### src/rtl/mailbox_pkg.sv
// Shared constants for the PBus host mailbox: register map, status layout, default widths.
package mailbox_pkg;

  localparam int unsigned GlobalDataWidth = 32;
  localparam int unsigned GlobalAddrWidth = 8;

  // Word addresses of the mailbox registers (Addr[1:0]).
  localparam logic [1:0] MB_IN      = 2'd0;
  localparam logic [1:0] MB_OUT     = 2'd1;
  localparam logic [1:0] MB_STATUS  = 2'd2;
  localparam logic [1:0] MB_SCRATCH = 2'd3;

  // Status register layout.
  localparam int unsigned OVF         = 31;
  localparam int unsigned UNF         = 30;
  localparam int unsigned CNT_IN_LSB  = 0;
  localparam int unsigned CNT_OUT_LSB = 8;
  localparam int unsigned CNT_FIELD_W = 8;

endpackage

### src/rtl/sync_fifo.sv
// First-word-fall-through synchronous FIFO. A push while full or a pop while empty is ignored;
// fullness and emptiness are judged on the state at the start of the cycle.
module sync_fifo #(
  parameter int unsigned DataWidth = 32,
  parameter int unsigned DepthLog2 = 4
) (
  input  logic                 clk,
  input  logic                 rst,
  input  logic                 push,
  input  logic                 pop,
  input  logic [DataWidth-1:0] din,
  output logic [DataWidth-1:0] dout,
  output logic [DepthLog2:0]   count,
  output logic                 full,
  output logic                 empty
);

  localparam int unsigned Depth = 1 << DepthLog2;
  localparam logic [DepthLog2:0] FullCount = {1'b1, {DepthLog2{1'b0}}};

  logic [DataWidth-1:0] mem [Depth];
  logic [DepthLog2-1:0] wptr_q, rptr_q;
  logic [DepthLog2:0]   count_q, count_d;
  logic                 do_push, do_pop;

  assign full    = (count_q == FullCount);
  assign empty   = (count_q == '0);
  assign do_push = push & ~full;
  assign do_pop  = pop & ~empty;
  assign dout    = mem[rptr_q];
  assign count   = count_q;

  // Occupancy changes only when exactly one of push/pop takes effect.
  always_comb begin
    count_d = count_q;
    if (do_push && !do_pop) begin
      count_d = count_q + 1'b1;
    end else if (do_pop && !do_push) begin
      count_d = count_q - 1'b1;
    end
  end

  // Pointers and count; pointers wrap naturally at the power-of-two depth.
  always_ff @(posedge clk or posedge rst) begin
    if (rst) begin
      wptr_q  <= '0;
      rptr_q  <= '0;
      count_q <= '0;
    end else begin
      if (do_push) wptr_q <= wptr_q + 1'b1;
      if (do_pop)  rptr_q <= rptr_q + 1'b1;
      count_q <= count_d;
    end
  end

  // Storage array; contents are don't-care while empty, so no reset.
  always_ff @(posedge clk) begin
    if (do_push) mem[wptr_q] <= din;
  end

endmodule

### src/rtl/pbus_mailbox.sv
// Host mailbox between the PBus interface and application logic. Converts level-style host
// RD/WR transactions into single-cycle FIFO push/pop events and exposes valid/ready streams.
module pbus_mailbox
  import mailbox_pkg::*;
#(
  parameter int unsigned DataWidth = GlobalDataWidth,
  parameter int unsigned AddrWidth = GlobalAddrWidth,
  parameter int unsigned DepthLog2 = 4
) (
  input  logic                 Clk,
  input  logic                 Reset,
  input  logic                 RD,
  input  logic                 WR,
  input  logic [AddrWidth-1:0] Addr,
  input  logic [DataWidth-1:0] DataIn,
  output logic [DataWidth-1:0] DataOut,
  output logic [DataWidth-1:0] AppInData,
  output logic                 AppInValid,
  input  logic                 AppInReady,
  input  logic [DataWidth-1:0] AppOutData,
  input  logic                 AppOutValid,
  output logic                 AppOutReady
);

  logic                 rd_q, wr_q;
  logic                 armed_q, armed_d;
  logic [AddrWidth-1:0] addr_q;
  logic                 ovf_q, ovf_d, unf_q, unf_d;
  logic [DataWidth-1:0] scratch_q;
  logic [DataWidth-1:0] data_out_q, rdata;
  logic [DataWidth-1:0] status;

  logic rd_rise, wr_rise, wr_hit, rd_hit;
  logic host_push_req, host_pop_evt, status_we, scratch_we;
  logic in_pop, out_push;

  logic [DataWidth-1:0] in_dout, out_dout;
  logic [DepthLog2:0]   in_count, out_count;
  logic                 in_full, in_empty, out_full, out_empty;

  assign rd_rise = RD & ~rd_q;
  assign wr_rise = WR & ~wr_q;

  // Only the low two address bits select a register, and only if the rest are zero.
  assign wr_hit        = wr_rise & (Addr[AddrWidth-1:2] == '0);
  assign host_push_req = wr_hit & (Addr[1:0] == MB_IN);
  assign status_we     = wr_hit & (Addr[1:0] == MB_STATUS);
  assign scratch_we    = wr_hit & (Addr[1:0] == MB_SCRATCH);

  // OUT is popped after RD drops so the host has already sampled the head.
  assign host_pop_evt = armed_q & ~RD & (addr_q[AddrWidth-1:2] == '0) & (addr_q[1:0] == MB_OUT);

  assign in_pop   = AppInValid & AppInReady;
  assign out_push = AppOutValid & AppOutReady;

  assign AppInData   = in_dout;
  assign AppInValid  = ~in_empty;
  assign AppOutReady = ~out_full;
  assign DataOut     = data_out_q;

  sync_fifo #(
    .DataWidth (DataWidth),
    .DepthLog2 (DepthLog2)
  ) u_in_fifo (
    .clk   (Clk),
    .rst   (Reset),
    .push  (host_push_req),
    .pop   (in_pop),
    .din   (DataIn),
    .dout  (in_dout),
    .count (in_count),
    .full  (in_full),
    .empty (in_empty)
  );

  sync_fifo #(
    .DataWidth (DataWidth),
    .DepthLog2 (DepthLog2)
  ) u_out_fifo (
    .clk   (Clk),
    .rst   (Reset),
    .push  (out_push),
    .pop   (host_pop_evt),
    .din   (AppOutData),
    .dout  (out_dout),
    .count (out_count),
    .full  (out_full),
    .empty (out_empty)
  );

  // Read-armed flag: set on RD rise, cleared on the first RD-low cycle.
  always_comb begin
    armed_d = armed_q;
    if (rd_rise) begin
      armed_d = 1'b1;
    end else if (!RD) begin
      armed_d = 1'b0;
    end
  end

  // Sticky errors: a set in the same cycle beats a host clear.
  always_comb begin
    ovf_d = ovf_q;
    unf_d = unf_q;
    if (status_we && DataIn[OVF]) ovf_d = 1'b0;
    if (status_we && DataIn[UNF]) unf_d = 1'b0;
    if (host_push_req && in_full) ovf_d = 1'b1;
    if (host_pop_evt && out_empty) unf_d = 1'b1;
  end

  // Status word assembly.
  always_comb begin
    status = '0;
    status[OVF] = ovf_q;
    status[UNF] = unf_q;
    status[CNT_OUT_LSB +: CNT_FIELD_W] = CNT_FIELD_W'(out_count);
    status[CNT_IN_LSB +: CNT_FIELD_W]  = CNT_FIELD_W'(in_count);
  end

  // Read decode from the live address; unmapped addresses and IN read as zero.
  assign rd_hit = (Addr[AddrWidth-1:2] == '0);
  always_comb begin
    rdata = '0;
    if (RD && rd_hit) begin
      case (Addr[1:0])
        MB_OUT:     rdata = out_empty ? '0 : out_dout;
        MB_STATUS:  rdata = status;
        MB_SCRATCH: rdata = scratch_q;
        default:    rdata = '0;
      endcase
    end
  end

  // Host-side state. Strobe history resets high so a strobe held across reset is not an edge.
  always_ff @(posedge Clk or posedge Reset) begin
    if (Reset) begin
      rd_q       <= 1'b1;
      wr_q       <= 1'b1;
      armed_q    <= 1'b0;
      addr_q     <= '0;
      ovf_q      <= 1'b0;
      unf_q      <= 1'b0;
      scratch_q  <= '0;
      data_out_q <= '0;
    end else begin
      rd_q       <= RD;
      wr_q       <= WR;
      armed_q    <= armed_d;
      if (rd_rise) addr_q <= Addr;
      ovf_q      <= ovf_d;
      unf_q      <= unf_d;
      if (scratch_we) scratch_q <= DataIn;
      data_out_q <= rdata;
    end
  end

endmodule

### config.mk
export PLATFORM = sky130hd
export DESIGN_NAME = pbus_mailbox
export DESIGN_NICKNAME = d
export VERILOG_FILES = /design/src/rtl/mailbox_pkg.sv /design/src/rtl/sync_fifo.sv /design/src/rtl/pbus_mailbox.sv
export SDC_FILE = /design/constraint.sdc
export NUM_CORES = 1
export LEC_CHECK = 0
export CORE_MARGIN = 2
export CORE_UTILIZATION = 40
export CTS_CLUSTER_SIZE = 40
export DETAILED_ROUTE_END_ITERATION = 8
export PLACE_DENSITY = 0.68
export SETUP_SLACK_MARGIN = 0.5
export SYNTH_ARGS = -nofsm -noshare
export SYNTH_HDL_FRONTEND = slang
export SYNTH_SLANG_ARGS = --single-unit
### constraint.sdc
create_clock -name Clk -period 10.1 [get_ports Clk]
set_input_delay 2.02 -clock Clk [delete_from_list [all_inputs] [get_ports Clk]]
set_output_delay 2.02 -clock Clk [all_outputs]
set_load 0.02 [all_outputs]
== After elaboration in Yosys (flattened, before gate mapping) ==
Memory sizes are Yosys's and may differ from the RTL's.
Cells that the tools add are included.
Storage, ports and cells
  memories kept: 2
  register bits: 103
  word-level logic and storage cells: 92
  input bits: 78
  output and inout bits: 66
  memory bits (writable): 1024
Memory list
  u_in_fifo.mem: words 16, width 32, rd ports 1, clocked after memory_dff 0, wr ports 1, line sync_fifo.sv:21  | logic [DataWidth-1:0] mem [Depth];
  u_out_fifo.mem: words 16, width 32, rd ports 1, clocked after memory_dff 0, wr ports 1, line sync_fifo.sv:21
Cells by class
  add/sub/neg operators: 8
  equality and inequality tests: 7
  bitwise operators: 22
  reductions and logical operators: 22
  multiplexer cells: 17
Operators by type and width (count)
  $pmux 32 s3: 1
  $mux 32: 2
  $mux 5: 4
  $add 4x1->4 const B: 4
  $and 1x1->1: 15
  $logic_not 6->1: 2
  $add 5x1->5 const B: 2
  $eq 5x5->1 const B: 2
  $logic_not 5->1: 2
  $mux 1: 10
  $sub 5x1->5 const B: 2
  $logic_and 1x1->1: 9
  $reduce_bool 2->1: 4
  $not 1->1: 7
  $eq 2x1->1 const B: 2
  $eq 2x2->1 const B: 2
  $logic_not 1->1: 4
  $logic_not 2->1: 1
  $ne 2x1->1 const B: 1

== Longest topological paths before layout ==
  depth in word-level cells: 9
  depth in mapped cells: 12
  mapped depth without buffers: 11

== Hierarchy ==
Synthesis repeated with hierarchy kept, for this count alone.
Unflattened totals
  cells, all modules: 2299
  area total of the unflattened synthesis: 44199.9 um^2
Modules (own cells, without submodules)
  sync_fifo: cells each 1010, times used 2, seq. area each 15700.1 um^2, area each 20412.1 um^2
  pbus_mailbox: cells each 279, times used 1, seq. area each 1929.4 um^2, area each 3375.7 um^2

== Worst setup path before layout ==
Ideal clock, no wire load.
  path type: input -> register
  start: input port Addr[5]
  end: memory u_in_fifo.mem[3][0] (enable)
  library setup time: 0.461 ns
  path slack: 4.073 ns
  required time: 9.639 ns
  stages on the path: 5
  data arrival time: 5.566 ns
  cell sequence: or4_1 > buf_2 > nor4_4 > nand3_1 > nor3_1
On the way
  word-level cells in the longest chain between the ends: 6
RTL lines
  start, declared: line pbus_mailbox.sv:14  | input logic [AddrWidth-1:0] Addr,
  $logic_not 6->1: line pbus_mailbox.sv:45  | assign wr_hit = wr_rise & (Addr[AddrWidth-1:2] == '0);
  $and 1x1->1: line pbus_mailbox.sv:45
  $and 1x1->1: line pbus_mailbox.sv:46  | assign host_push_req = wr_hit & (Addr[1:0] == MB_IN);
  $and 1x1->1: line sync_fifo.sv:28  | assign do_push = push & ~full;
  $mux 1: line sync_fifo.sv:58  | if (do_push) mem[wptr_q] <= din;
  $mux 1 (implied by the code): line sync_fifo.sv:58
  end, declared: line sync_fifo.sv:21
No other way between the ends.

== Worst setup path after layout ==
  start: register u_in_fifo.rptr_q[1]
  end: output port AppInData[27]
On the way
  word-level cells in the longest chain between the ends: 1
RTL lines
  start, declared: line sync_fifo.sv:22  | logic [DepthLog2-1:0] wptr_q, rptr_q;
  start signal, assigned: line sync_fifo.sv:51  | if (do_pop) rptr_q <= rptr_q + 1'b1;
  $mem_v2 16x32
  end, declared: line pbus_mailbox.sv:17  | output logic [DataWidth-1:0] AppInData,
No other way between the ends.

==> impl_metrics.tcl <==
set metrics [dict create \
    status "finished clean" \
    io_pins 144 \
    drv_slew 0 \
    viasPerCell 5.498 \
    syn_nets 1966 \
    p_seq_share_pct 46.9 \
    met1_usage_pct 23.13 \
    fmax_mhz 159.3 \
    drtPass1Iterations 5 \
    pwr-share-comb_pct 18.8 \
    cts_setup_buffers 0 \
    gr-total-overflow 0 \
    fin_setup_tns_ns 0 \
    grt_use_met2_pct 28.82 \
    die_w_um 332.0 \
    synth.top_cells.by_area "edfxtp_1 (71%), mux4_2 (15%), dfrtp_1 (5.9%)" \
    area_delta_synth_final_pct 16.20 \
    use_met3_pct 3.497 \
    power.density_nw_per_um2 236.8 \
    synth_top_area_cell "edfxtp_1" \
    wl_um 94580 \
    clk-insertion-delay-late_ns 0.67 \
    place.gp.congestion 0.7421 \
    seq_area_frac_synth_pct 77.46 \
    holdPathEnd "DataOut[15]$_DFF_PP0_" \
    synth_warnings 0 \
    avgSynthCellArea_um2 23.03 \
    pre_cts_ws_ns 4.308 \
    p_sw_share_pct 25.53 \
    tightest_slew_ns 1.270 \
    finalCritPeriodShare_pct 62.14 \
    drcViolationCount 0 \
    maxCapViolCount 0 \
    worstSetupPathType "flop to output port" \
    groute.usage.overall_pct 17.18 \
    hold_class "flop to flop" \
    timing.final.ws_setup_ns 3.824 \
    synth_area_um2 43030 \
    fillers 8651 \
    rrSetupSlack_ns 6.73 \
    numCtsBuffers 108 \
    hold-path-cell-count 2 \
    hpwl_um 54220 \
    synth_seq_cells 1127 \
    reg2reg_to "u_out_fifo.mem[9][6]$_DFFE_PP_" \
    finClkSkew_ns 0.02039 \
    hold_buffers 0 \
    final_nets 2164 \
    p_total_w 0.01184 \
    rsz0062_at_grt "no" \
    grt_pass1_vias 20670 \
    slew_headroom_pct 15.10 \
    fin_util_pct 46.77 \
    critPathArrivalTime_ns 4.26 \
    switching_power_w 0.003022 \
    antenna_found_initial 11 \
    vias 19600 \
    synth_top_cell_area_share_pct 71.46 \
    ant_nets 0 \
    io_buffers 143 \
    wl_per_cell_um 26.54 \
    p_leak_nw 15.79 \
    cts_resized 0 \
    period_needed_ns 6.276 \
    fp.dieH_um 332.0 \
    synthDistinctLibCells 39 \
    h-tree-depth 3 \
    p_clk_share_pct 34.3 \
    initialDrtViolationCount 1843 \
    clockBufferDepth 3 \
    required_ns 8.08 \
    grt_max_degree 114 \
    power.internal_w 0.008815 \
    core-area_um2 106900 \
    dieArea_um2 110200 \
    cts-root-buf "clkbuf_16" \
    grt-busiest-layer "met2" \
    rows 120 \
    grt_pass1_wl_um 140100 \
    setup_viol 0 \
    cp-start-kind "flop" \
    crit_path_end_kind "output port" \
    finalHoldViolations 0 \
    peakVddDrop_uv 170.1 \
    hp-start "scratch_q[15]$_DFFE_PP0P_" \
    drive_gt1_share_pct 27.82 \
    r2r_start "u_out_fifo.count[1]$_DFFE_PP0P_" \
    cts.clk_slew.worst_paths_ns 0.06 \
    cts_tree "yes" \
    cts.sinks 1127 \
    worstPathMaxFanout 70 \
    fin_hold_ws_ns 0.5064 \
    start_util_pct 40.25 \
    syn_inst 1868 \
    reg2reg_depth 5 \
]
[cell usage in the layout, fill, tap and decap left out, drive strengths merged, types with 10 or more instances in the layout]
master,n
inv,16
mux2,48
nand2,40
o21ai,10
ha,18
edfxtp,1024
clkbuf,131
o221ai,28
mux4,288
clkinv,51
dfrtp,101
mux2i,74
buf,41
clkdlybuf4s50,143
nor2,32
nand3,10
xnor2,16
bufinv,12
[layer usage]
layer,wire length (um),part of all wire [%]
met5,89,0.094
met4,1579,1.7
met3,6465,6.8
met2,47950,51
met1,38500,41
[cell type report]
| type | count | area (um^2) | share of cell area (%) |
|---|---|---|---|
| well taps | 1403 | 1755 | 3.511 |
| flip-flops and latches | 1127 | 33350 | 66.70 |
| multi-input cells | 633 | 9484 | 18.97 |
| diodes | 1 | 2.502 | 0.005005 |
| clock buffers | 131 | 2892 | 5.783 |
| inverters | 12 | 47.55 | 0.09509 |
| clock inverters | 73 | 716.9 | 1.434 |
| repair buffers | 184 | 1752 | 3.503 |
[flip-flops by register name, summed over array words and instances, names as in the netlist, 5 cells and up]
signal	count
u_out_fifo.mem	512
u_in_fifo.count	5
u_in_fifo.mem	512
scratch_q	32
DataOut	32
addr_q	8
u_out_fifo.count	5
[through the flow]
step,cell area [um^2],cells
after floorplan,43030,1868
after global placement,46390,3359
after global routing,50000,3564
final,50000,3564
after CTS,50000,3563
after detailed placement,46390,3359
[synth_stat cells]
cell type and count:
clkbuf_1 55, a21o_1 4, mux4_2 288, nor3_4 1, edfxtp_1 1024, dfrtp_1 101, o2111ai_1 1, buf_2 28
mux2_2 48, nand4_1 2, nor3_1 8, a31oi_1 5, a21oi_1 5, o21ai_0 10, a21boi_1 1, nor2_1 32
xor2_1 4, o221ai_1 28, a21boi_0 1, nor4_4 1, xnor2_1 16, nand4b_2 1, dfstp_2 2, or4_1 2
or2_2 9, nor4bb_1 1, nor4_1 8, ha_1 18, a211oi_1 1, or3_1 1, nand2b_1 7, nand2_1 40
and3_1 2, o2bb2ai_1 2, fa_1 2, buf_1 13, inv_1 12, mux2i_1 74, nand3_1 10
[critical path, stage by stage (launching register included)]
cell and delay (ns):
dfrtp_4 1.13, buf_4 0.85, mux4_2 0.41, mux4_2 0.54, clkdlybuf4s50_1 0.57
[kinds of logic (layout without fill, tap and decap cells)]
kind of cell | after synthesis | after routing | synth area share, %
xor+xnor | 20 | 20 | 0.4071
compound gates | 58 | 58 | 1.000
simple gates | 125 | 125 | 1.439
other cells | 0 | 1 | 0
fa+ha+maj | 20 | 20 | 0.6165
mux | 410 | 410 | 18.05
buf+inv | 108 | 400 | 1.024
flops | 1127 | 1127 | 77.46
[power groups by stage]
stage	Sequential [W]	Combinational, W	Clock (W)
finish	0.00555	0.00223	0.00406
global route	0.00558	0.00238	0.00432
CTS	0.00556	0.00229	0.00413
detailed placement	0.00565	0.00228	0
global placement	0.00563	0.00225	0
floorplan	0.00551	0.00155	0
[worst max path at each step]
stage / cells after the start / slack, ns / endpoint / startpoint
after floorplan: 5 / 4.07 / u_in_fifo.mem[3][0]$_DFFE_PP_ / Addr[5]
after global placement: 5 / 4.40 / u_in_fifo.mem[15][17]$_DFFE_PP_ / Addr[5]
after detailed placement: 5 / 4.31 / u_in_fifo.mem[7][25]$_DFFE_PP_ / Addr[5]
after CTS: 4 / 3.77 / AppInData[3] / u_in_fifo.rptr_q[1]$_DFFE_PP0P_
after global routing: 4 / 3.69 / AppInData[15] / u_in_fifo.rptr_q[1]$_DFFE_PP0P_
final: 4 / 3.82 / AppInData[27] / u_in_fifo.rptr_q[1]$_DFFE_PP0P_
No activity file was read; power rests on OpenSTA's default activity.
